## src/rtl/pipe_stage_skid.sv

```systemverilog
// Pipeline stage register with valid/ready handshake and a one-entry skid buffer.
// All outputs are registered; in_ready has no combinational path from out_ready.
module pipe_stage_skid #(
    parameter int unsigned DATA_W = 16,
    parameter int unsigned RD_W   = 4,
    parameter int unsigned CNT_W  = 16
) (
    input  logic              clk,
    input  logic              rst,
    input  logic              flush,
    input  logic              in_valid,
    output logic              in_ready,
    input  logic [DATA_W-1:0] in_alu,
    input  logic [DATA_W-1:0] in_rs2,
    input  logic [RD_W-1:0]   in_rd,
    input  logic              in_wen,
    output logic              out_valid,
    input  logic              out_ready,
    output logic [DATA_W-1:0] out_alu,
    output logic [DATA_W-1:0] out_rs2,
    output logic [RD_W-1:0]   out_rd,
    output logic              out_wen,
    output logic [CNT_W-1:0]  stall_cnt
);

    localparam int unsigned PayW = 2 * DATA_W + RD_W + 1;

    typedef enum logic [1:0] {StEmpty, StBusy, StFull} state_e;

    state_e            state_q;
    logic [PayW-1:0]   main_q;
    logic [PayW-1:0]   skid_q;
    logic [PayW-1:0]   in_pay;
    logic              accept;
    logic              fire;

    assign in_pay = {in_alu, in_rs2, in_rd, in_wen};
    assign accept = in_valid && in_ready;
    assign fire   = out_valid && out_ready;

    assign {out_alu, out_rs2, out_rd, out_wen} = main_q;

    always_ff @(posedge clk or posedge rst) begin
        if (rst) begin
            state_q   <= StEmpty;
            out_valid <= 1'b0;
            in_ready  <= 1'b1;
            main_q    <= '0;
            skid_q    <= '0;
            stall_cnt <= '0;
        end else begin
            // Counts flush cycles too; saturates rather than wrapping.
            if (out_valid && !out_ready && (stall_cnt != {CNT_W{1'b1}})) begin
                stall_cnt <= stall_cnt + 1'b1;
            end

            if (flush) begin
                state_q   <= StEmpty;
                out_valid <= 1'b0;
                in_ready  <= 1'b1;
            end else begin
                unique case (state_q)
                    StEmpty: begin
                        if (accept) begin
                            main_q    <= in_pay;
                            state_q   <= StBusy;
                            out_valid <= 1'b1;
                        end
                    end
                    StBusy: begin
                        if (accept && fire) begin
                            main_q <= in_pay;
                        end else if (accept) begin
                            // Downstream stalled: park the newer entry behind main.
                            skid_q   <= in_pay;
                            state_q  <= StFull;
                            in_ready <= 1'b0;
                        end else if (fire) begin
                            state_q   <= StEmpty;
                            out_valid <= 1'b0;
                        end
                    end
                    StFull: begin
                        if (fire) begin
                            main_q   <= skid_q;
                            state_q  <= StBusy;
                            in_ready <= 1'b1;
                        end
                    end
                    default: begin
                        state_q   <= StEmpty;
                        out_valid <= 1'b0;
                        in_ready  <= 1'b1;
                    end
                endcase
            end
        end
    end

endmodule
```

## config.mk

```make
export PLATFORM = sky130hd
export DESIGN_NAME = pipe_stage_skid
export DESIGN_NICKNAME = d
export VERILOG_FILES = /design/src/rtl/pipe_stage_skid.sv
export SDC_FILE = /design/constraint.sdc
export NUM_CORES = 1
export LEC_CHECK = 0
export BUFFER_PORTS_ARGS = -buffer_cell sky130_fd_sc_hd__buf_2
export CAP_MARGIN = 10
export CELL_PAD_IN_SITES_DETAIL_PLACEMENT = 1
export CELL_PAD_IN_SITES_GLOBAL_PLACEMENT = 1
export CORE_UTILIZATION = 35
export CTS_BUF_LIST = sky130_fd_sc_hd__clkbuf_8
export DETAILED_ROUTE_END_ITERATION = 8
export HOLD_SLACK_MARGIN = 0.15
export PLACE_DENSITY = 0.74
export SETUP_SLACK_MARGIN = 0.1
export SLEW_MARGIN = 20
export SYNTH_ARGS = -nofsm -noshare
export SYNTH_HDL_FRONTEND = slang
export SYNTH_SLANG_ARGS = --single-unit
```

## constraint.sdc

```tcl
create_clock -name clk -period 3.8 [get_ports clk]
set_input_delay 0.38 -clock clk [delete_from_list [all_inputs] [get_ports clk]]
set_output_delay 0.38 -clock clk [all_outputs]
set_load 0.05 [all_outputs]
```

==> load_flow_metrics.sql, run 1 <==
INSERT INTO impl_metrics (metric_group, metric, value, unit) VALUES
('outcome', 'outcome', 'complete, but fails checks', ''),
('outcome', 'violations', 'DRC', ''),
('routing', 'detailedRoute.firstIterationViolations', '104', ''),
('worst_setup_path', 'timing.critical_path.to_type', 'flop', ''),
('routing', 'met2WireLength', '4420', 'um'),
('cts', 'path_clk_slew', '90', 'ps'),
('power', 'max-vdd-ir-drop', '0.481', 'mV'),
('cts', 'tritoncts_clock_tree', 'yes', ''),
('worst_setup_path', 'critical_path_arrival', '2630', 'ps'),
('timing', 'timing.slew.headroom', '29.4', '%'),
('worst_setup_path', 'worst-endpoint-required', '4040', 'ps'),
('cts', 'cts.path.max_buffers', '2', ''),
('finish', 'drive_above_1_share', '58.6', '%'),
('yosys', 'netlist_area', '4250', 'sq um'),
('routing', 'drc', '8', ''),
('timing', 'total_negative_setup_slacks', '0', 'ps'),
('floorplan', 'die-area', '12600', 'sq um'),
('yosys', 'yosysSeqAreaShare', '55.3', '%'),
('place', 'finalWeightedCongestion', '0.735', ''),
('timing', 'setup_violations', '0', ''),
('routing', 'top_layer_used', 'met4', ''),
('floorplan', 'die_y', '112', 'um'),
('place', 'pre_cts_ws', '1370', 'ps'),
('finish', 'insertedDiodeCount', '0', ''),
('timing', 'top_achievable_clock_speed', '0.420', 'GHz'),
('yosys', 'flip_flop_and_latch_count_after_synthesis', '94', ''),
('power', 'p_per_area', '773', 'nW/um^2'),
('timing', 'finalWorstSetupSlack', '1420', 'ps'),
('cts', 'cts_repair_resize_count', '0', ''),
('global_routing', 'grt_max_degree', '68', ''),
('timing', 'finalHoldViolCount', '0', ''),
('global_routing', 'grt-ovfl-total', '0', ''),
('power', 'cellLeakagePower', '2.38', 'nW'),
('worst_setup_path', 'cp_max_fo', '22', ''),
('global_routing', 'initial_antenna_violation_count', '0', ''),
('cts', 'hold_buffers', '0', ''),
('routing', 'route.detailed.vias_per_inst', '5.01', ''),
('timing', 'min_period', '2380', 'ps'),
('global_routing', 'grt_resource_usage_total', '15.5', '%'),
('finish', 'fillCellCount', '1258', ''),
('routing', 'antenna_violating_nets_post_route', '0', ''),
('cts', 'post_cts_repair_timing_setup_buffer_count', '0', ''),
('routing', 'wl_per_cell', '16.2', 'um'),
('yosys', 'synth.lib_cells_used.distinct', '41', ''),
('floorplan', 'std_cell_rows', '39', ''),
('global_routing', 'grt_pass1_vias', '3023', ''),
('routing', 'routed-wl-met3', '518', 'um'),
('hold_path', 'min_path_type', 'primary input to asynchronous set/reset pin', ''),
('finish', 'final_cells', '546', ''),
('global_routing', 'grt_first_pass_wirelength', '15200', 'um'),
('timing', 'slew_viol_final', '0', ''),
('floorplan', 'die-width', '112', 'um'),
('cts', 'clock_sinks', '94', ''),
('floorplan', 'initial_utilization', '36.6', '%'),
('worst_setup_path', 'crit_type', 'flop to flop', ''),
('routing', 'route.vias.total', '2735', ''),
('timing', 'worst_slew_pin_slew', '1060', 'ps'),
('run', 'cap_violations', '0', ''),
('power', 'sum_of_internal_switching_and_leakage_power', '3.91', 'mW'),
('place', 'place.port_buffers', '96', ''),
('yosys', 'avgSynthCellArea', '14.2', 'sq um'),
('yosys', 'synth_fp_nets', '342', ''),
('finish', 'layout.nets', '441', ''),
('floorplan', 'core_area', '11600', 'sq um'),
('routing', 'drt_first_pass_iters', '6', ''),
('routing', 'wirelength', '8870', 'um'),
('floorplan', 'i_o_pin_count', '97', ''),
('cts', 'htree_num_levels', '3', ''),
('place', 'place.detailed.hpwl', '6120', 'um'),
('cts', 'cts-buffers-inserted', '9', ''),
('routing', 'route.layer.met1.wl', '3810', 'um'),
('place', 'placedCellCount', '530', ''),
('timing', 'grt_setup_unrepaired', 'false', ''),
('yosys', 'netlist_instances', '299', ''),
('cts', 'cts.root.buffer_cell', 'clkbuf_8', ''),
('worst_setup_path', 'critPathLaunchType', 'flop', ''),
('cts', 'clock_latency', '360', 'ps'),
('timing', 'layout_worst_path_cycle_share', '62.7', '%'),
('finish', 'area_delta_synth_final', '18.8', '%'),
('yosys', 'ys.warnings.count', '0', ''),
('timing', 'clock_skews', '10.4', 'ps');
[placed cells by master (no fill, tap or decap), types with 2 or more instances in the layout]
cell type,synthesis,layout
nor2_1,6,6
nand4_1,4,4
nand2b_1,3,2
mux2_2,111,111
a21oi_1,2,2
dfrtp_1,93,93
buf_2,4,96
xor2_1,13,13
nor4_1,4,4
inv_1,2,4
buf_4,3,4
and3_1,2,2
nand2_1,12,12
clkinvlp_4,0,2
clkbuf_8,0,9
nor3_1,8,7
nand3_1,3,3
[per-stage QoR]
stage                     utilization (%)  hold WS, ps  instance area (sq um)
after global placement               41.9          485                   4870
final                                43.5          194                   5050
after global routing                 43.5          238                   5050
after floorplan                         -          443                   4250
after CTS                            43.5          207                   5050
after detailed placement             41.9          491                   4870
[report_power, final]
| part | switching [mW] | leakage, nW | internal [mW] |
|---|---|---|---|
| Clock | 0.338 | 0.0990 | 0.296 |
| Sequential | 0.240 | 1.15 | 1.41 |
| Combinational | 1.07 | 1.13 | 0.548 |
[state kept, by name, indices dropped and copies added (netlist names)]
| name | flops |
|---|---|
| main_q | 37 |
| skid_q | 37 |
| out_valid | 1 |
| in_ready | 1 |
| state_q | 2 |
| stall_cnt | 16 |
[cells by family (layout without fill, tap and decap cells)]
logic type / count (synthesis) / after routing / share of synthesized area (%)
AND/OR/NAND/NOR: 55 / 55 / 7.82
adder cells (fa/ha/maj): 1 / 1 / 0.294
XOR/XNOR: 14 / 14 / 2.88
flip-flops: 94 / 94 / 55.3
multiplexers: 113 / 113 / 30.0
AO/OA/AOI/OAI: 8 / 8 / 1.53
buffers and inverters: 14 / 118 / 2.15
[layer usage]
layer	track usage, %	up-vias
met5	0	-
met4	5.07	0
met3	4.70	8
met2	27.3	69
met1	17.9	1393
li1	-	1265
[worst paths after layout]
check | depth (start not counted) | slack, ps | startpoint | endpoint
worst max-delay path | 5 | 1420 | in_ready | main_q[34]
worst min-delay path | 2 | 190 | rst | main_q[9]
worst max register to register | 5 | 1420 | in_ready | main_q[34]
worst min register to register | 1 | 510 | skid_q[13] | skid_q[13]
max in group asynchronous | 3 | 2700 | rst | in_ready
min in group clk | 2 | 260 | in_rs2[5] | skid_q[10]
[cells in the mapped netlist (all sizes together)]
master | number | area (sq um)
o22ai | 1 | 6.26
dfstp | 1 | 26.3
and3 | 2 | 12.5
nor3b | 1 | 7.51
or2 | 2 | 12.5
mux2 | 113 | 1280
o21bai | 2 | 18.8
and3b | 1 | 8.76
a21oi | 3 | 26.3
xnor2 | 1 | 8.76
nor3 | 8 | 40.0
nor2b | 1 | 6.26
nor4b | 1 | 8.76
ha | 1 | 12.5
dfrtp | 93 | 2330
inv | 2 | 7.51
nand2 | 12 | 45.0
xor2 | 13 | 114
clkbuf | 2 | 7.51
nand4 | 6 | 58.8
and2 | 1 | 6.26
nand2b | 3 | 18.8
nand3 | 3 | 15.0
nor2 | 7 | 28.8
buf | 10 | 76.3
nand3b | 1 | 7.51
a21o | 1 | 7.51
or4b | 1 | 10.0
nor4 | 5 | 46.3
a31oi | 1 | 6.26
[cell type report]
class	instances	area (sq um)	area share, %
Timing Repair Buffer	100	510	10.1
Tap cell	143	179	3.54
Inverter	2	10.0	0.198
Clock inverter	7	61.3	1.21
Sequential cell	94	2350	46.6
Multi-Input combinational cell	191	1820	35.9
Clock buffer	9	124	2.45
[critical path, cell delays in order (launching register included)]
cell	delay, ps
dfstp_2	580
and3b_1	250
nand2_1	110
a21oi_4	520
buf_4	420
mux2_2	380
(Power assumes the default switching activity.)
==> run 2: changes to the inputs <==
- PLACE_DENSITY: 0.74 -> 0.77
- clock period: 3.8 -> 1.95 ns (I/O delays scaled with it)
==> run 2 against run 1 <==
Compared with the run above: the flow still finishes with violations (DRC); first-iteration DRC count rose by 2.9%; power rose by 110%; clock power rose by 140%; critical endpoint is now skid_q[20]; largest power group is now combinational logic; critical path type unchanged; global-route usage rose by 0.80 points; maximum frequency rose by 27%; cell area rose by 14%; routed wire length rose by 13%; die area did not move; highest routed layer unchanged.
==> load_flow_metrics.sql, run 2 (synthesis results as in run 1) <==
INSERT INTO impl_metrics (metric_group, metric, value, unit) VALUES
('finish', 'postLayoutCellArea', '5750', 'sq um'),
('place', 'finalWeightedCongestion', '0.804', ''),
('place', 'place.port_buffers', '96', ''),
('place', 'pre_cts_ws', '102', 'ps'),
('timing', 'min_period', '1880', 'ps'),
('finish', 'largestRegisters', 'main_q (37), skid_q (37), stall_cnt (16)', ''),
('routing', 'route.vias.total', '2983', ''),
('worst_setup_path', 'worst-endpoint-required', '2200', 'ps'),
('global_routing', 'initial_antenna_violation_count', '0', ''),
('timing', 'worst_slew_pin_slew', '567', 'ps'),
('global_routing', 'use_met3', '3.02', '%'),
('worst_setup_path', 'timing.critical_path.cells', 'and3b_2 -> nand2_1 -> nor3_4 -> buf_6 -> clkbuf_16 -> mux2_2', ''),
('place', 'place.detailed.hpwl', '6360', 'um'),
('routing', 'wirelength', '10000', 'um'),
('cts', 'htree_num_levels', '3', ''),
('routing', 'drt_first_pass_iters', '6', ''),
('finish', 'layout.cells.most_common', 'mux2_2', ''),
('finish', 'layout.nets', '494', ''),
('finish', 'drive_above_1_share', '58.1', '%'),
('global_routing', 'grt_max_degree', '38', ''),
('global_routing', 'grt_first_pass_wirelength', '16000', 'um'),
('cts', 'path_clk_slew', '90', 'ps'),
('floorplan', 'die-width', '112', 'um'),
('timing', 'grt_setup_unrepaired', 'true', ''),
('floorplan', 'std_cell_rows', '39', ''),
('finish', 'fillCellCount', '1228', ''),
('floorplan', 'i_o_pin_count', '97', ''),
('finish', 'mostFrequentLayoutCells', 'mux2_2 (111), buf_2 (97), dfrtp_1 (82)', ''),
('power', 'p_per_area', '1410', 'nW/um^2'),
('finish', 'insertedDiodeCount', '0', ''),
('power', 'max-vdd-ir-drop', '0.890', 'mV'),
('finish', 'layout.core_utilization', '49.5', '%'),
('cts', 'tritoncts_clock_tree', 'yes', ''),
('worst_setup_path', 'critical_path_arrival', '2130', 'ps'),
('finish', 'area_delta_synth_final', '35.1', '%'),
('timing', 'setup_violations', '0', ''),
('cts', 'cts.root.buffer_cell', 'clkbuf_8', ''),
('outcome', 'violations', 'DRC', ''),
('routing', 'wl_per_cell', '16.7', 'um'),
('cts', 'cts.path.max_buffers', '2', ''),
('finish', 'multiInputGateArea', '1830', 'sq um'),
('worst_setup_path', 'crit_type', 'flop to flop', ''),
('timing', 'finalWorstSetupSlack', '73.4', 'ps'),
('floorplan', 'die_y', '112', 'um'),
('routing', 'detailedRoute.firstIterationViolations', '107', ''),
('routing', 'route.detailed.vias_per_inst', '4.98', ''),
('place', 'dpl_cell_area', '4990', 'sq um'),
('timing', 'total_negative_setup_slacks', '0', 'ps'),
('routing', 'antenna_violating_nets_post_route', '0', ''),
('hold_path', 'min_path_type', 'primary input to flop', ''),
('timing', 'top_achievable_clock_speed', '0.533', 'GHz'),
('timing', 'layout_worst_path_cycle_share', '96.2', '%'),
('cts', 'clock_latency', '370', 'ps'),
('timing', 'timing.slew.headroom', '62.1', '%'),
('timing', 'clock_skews', '6.55', 'ps'),
('power', 'cellLeakagePower', '2.65', 'nW'),
('worst_setup_path', 'critPathLaunchType', 'flop', ''),
('timing', 'slew_viol_final', '0', ''),
('global_routing', 'gr-usage-met1', '19.8', '%'),
('cts', 'cts-buffers-inserted', '9', ''),
('floorplan', 'initial_utilization', '36.6', '%'),
('floorplan', 'core_area', '11600', 'sq um'),
('global_routing', 'grt_pass1_vias', '3164', ''),
('global_routing', 'met2_usage', '27.9', '%'),
('worst_setup_path', 'timing.critical_path.slowest_cell_delay', '560', 'ps'),
('power', 'sum_of_internal_switching_and_leakage_power', '8.08', 'mW'),
('outcome', 'outcome', 'complete, but fails checks', ''),
('cts', 'clock_sinks', '94', ''),
('global_routing', 'busiest_layer', 'met2', ''),
('timing', 'finalHoldViolCount', '0', ''),
('routing', 'drc', '8', ''),
('global_routing', 'grt_resource_usage_total', '16.3', '%'),
('finish', 'regArea', '2370', 'sq um'),
('worst_setup_path', 'cp_slowest_cell', 'dfstp_2', ''),
('floorplan', 'die-area', '12600', 'sq um'),
('worst_setup_path', 'cp_max_fo', '9', ''),
('global_routing', 'grt-ovfl-total', '0', ''),
('run', 'cap_violations', '0', ''),
('worst_setup_path', 'timing.critical_path.to_type', 'flop', '');
## run 2: cell types whose count changed in the layout (fill, tap and decap cells not counted), moves of 6 or more
cell and delta:
dfrtp_1 -11, dfrtp_2 +11, dlygate4sd3_1 +39, buf_12 +6
## run 2: what timing repair did
| item | CTS | global route |
|---|---|---|
| gates cloned | 0 | 4 |
| pin swaps | 0 | 3 |
| hold buffers | 38 | 1 |
| endpoints found under the hold margin | 61 | 1 |
| endpoints found under the setup margin | 3 | 75 |
| gates resized for setup | 0 | 11 |
| buffers inserted | 0 | 5 |
## run 2: power by group
| group | internal (mW) | switching (mW) |
|---|---|---|
| combinational | 1.19 | 2.14 |
| sequential | 2.76 | 0.455 |
| clock | 0.845 | 0.694 |
| total | 4.79 | 3.29 |
## run 2: final cells by class
type,count,share of cell area (%)
sequential,94,41.2
clock inverter,7,1.98
timing repair buffer,153,19.6
clock buffer,9,2.15
tap,143,3.11
inverter,2,0.196
multi-input combinational,191,31.8
## run 2: worst max-delay path: cells and delay by family (launching register included)
| kind | cells | cell delay, ps |
|---|---|---|
| buf+inv | 2 | 320 |
| simple gates | 3 | 560 |
| flops | 1 | 560 |
| mux | 1 | 330 |
## run 2: final timing paths
kind                       slack, ps    endpoint  startpoint  depth (start not counted)
hold reg to reg                  490  main_q[24]  main_q[24]                          1
max in group asynchronous        900    in_ready         rst                          4
setup / recovery                  70  skid_q[20]    in_ready                          6
setup reg to reg                  70  skid_q[20]    in_ready                          6
hold / removal                   210   out_valid   out_ready                          4
min in group asynchronous        420  main_q[25]         rst                          3
## run 2: routing by layer
layer / routed length, um / up-vias
met3: 391 / 17
met4: 208 / 0
met1: 4240 / 1516
met5: 0 / -
li1: - / 1373
met2: 5190 / 77
## run 2: per-stage QoR
stage                     hold slack, ps  std cells
after floorplan                      258        299
after detailed placement             289        535
after global placement               283        535
final                                206        599
after CTS                           73.2        589
after global routing                 223        599
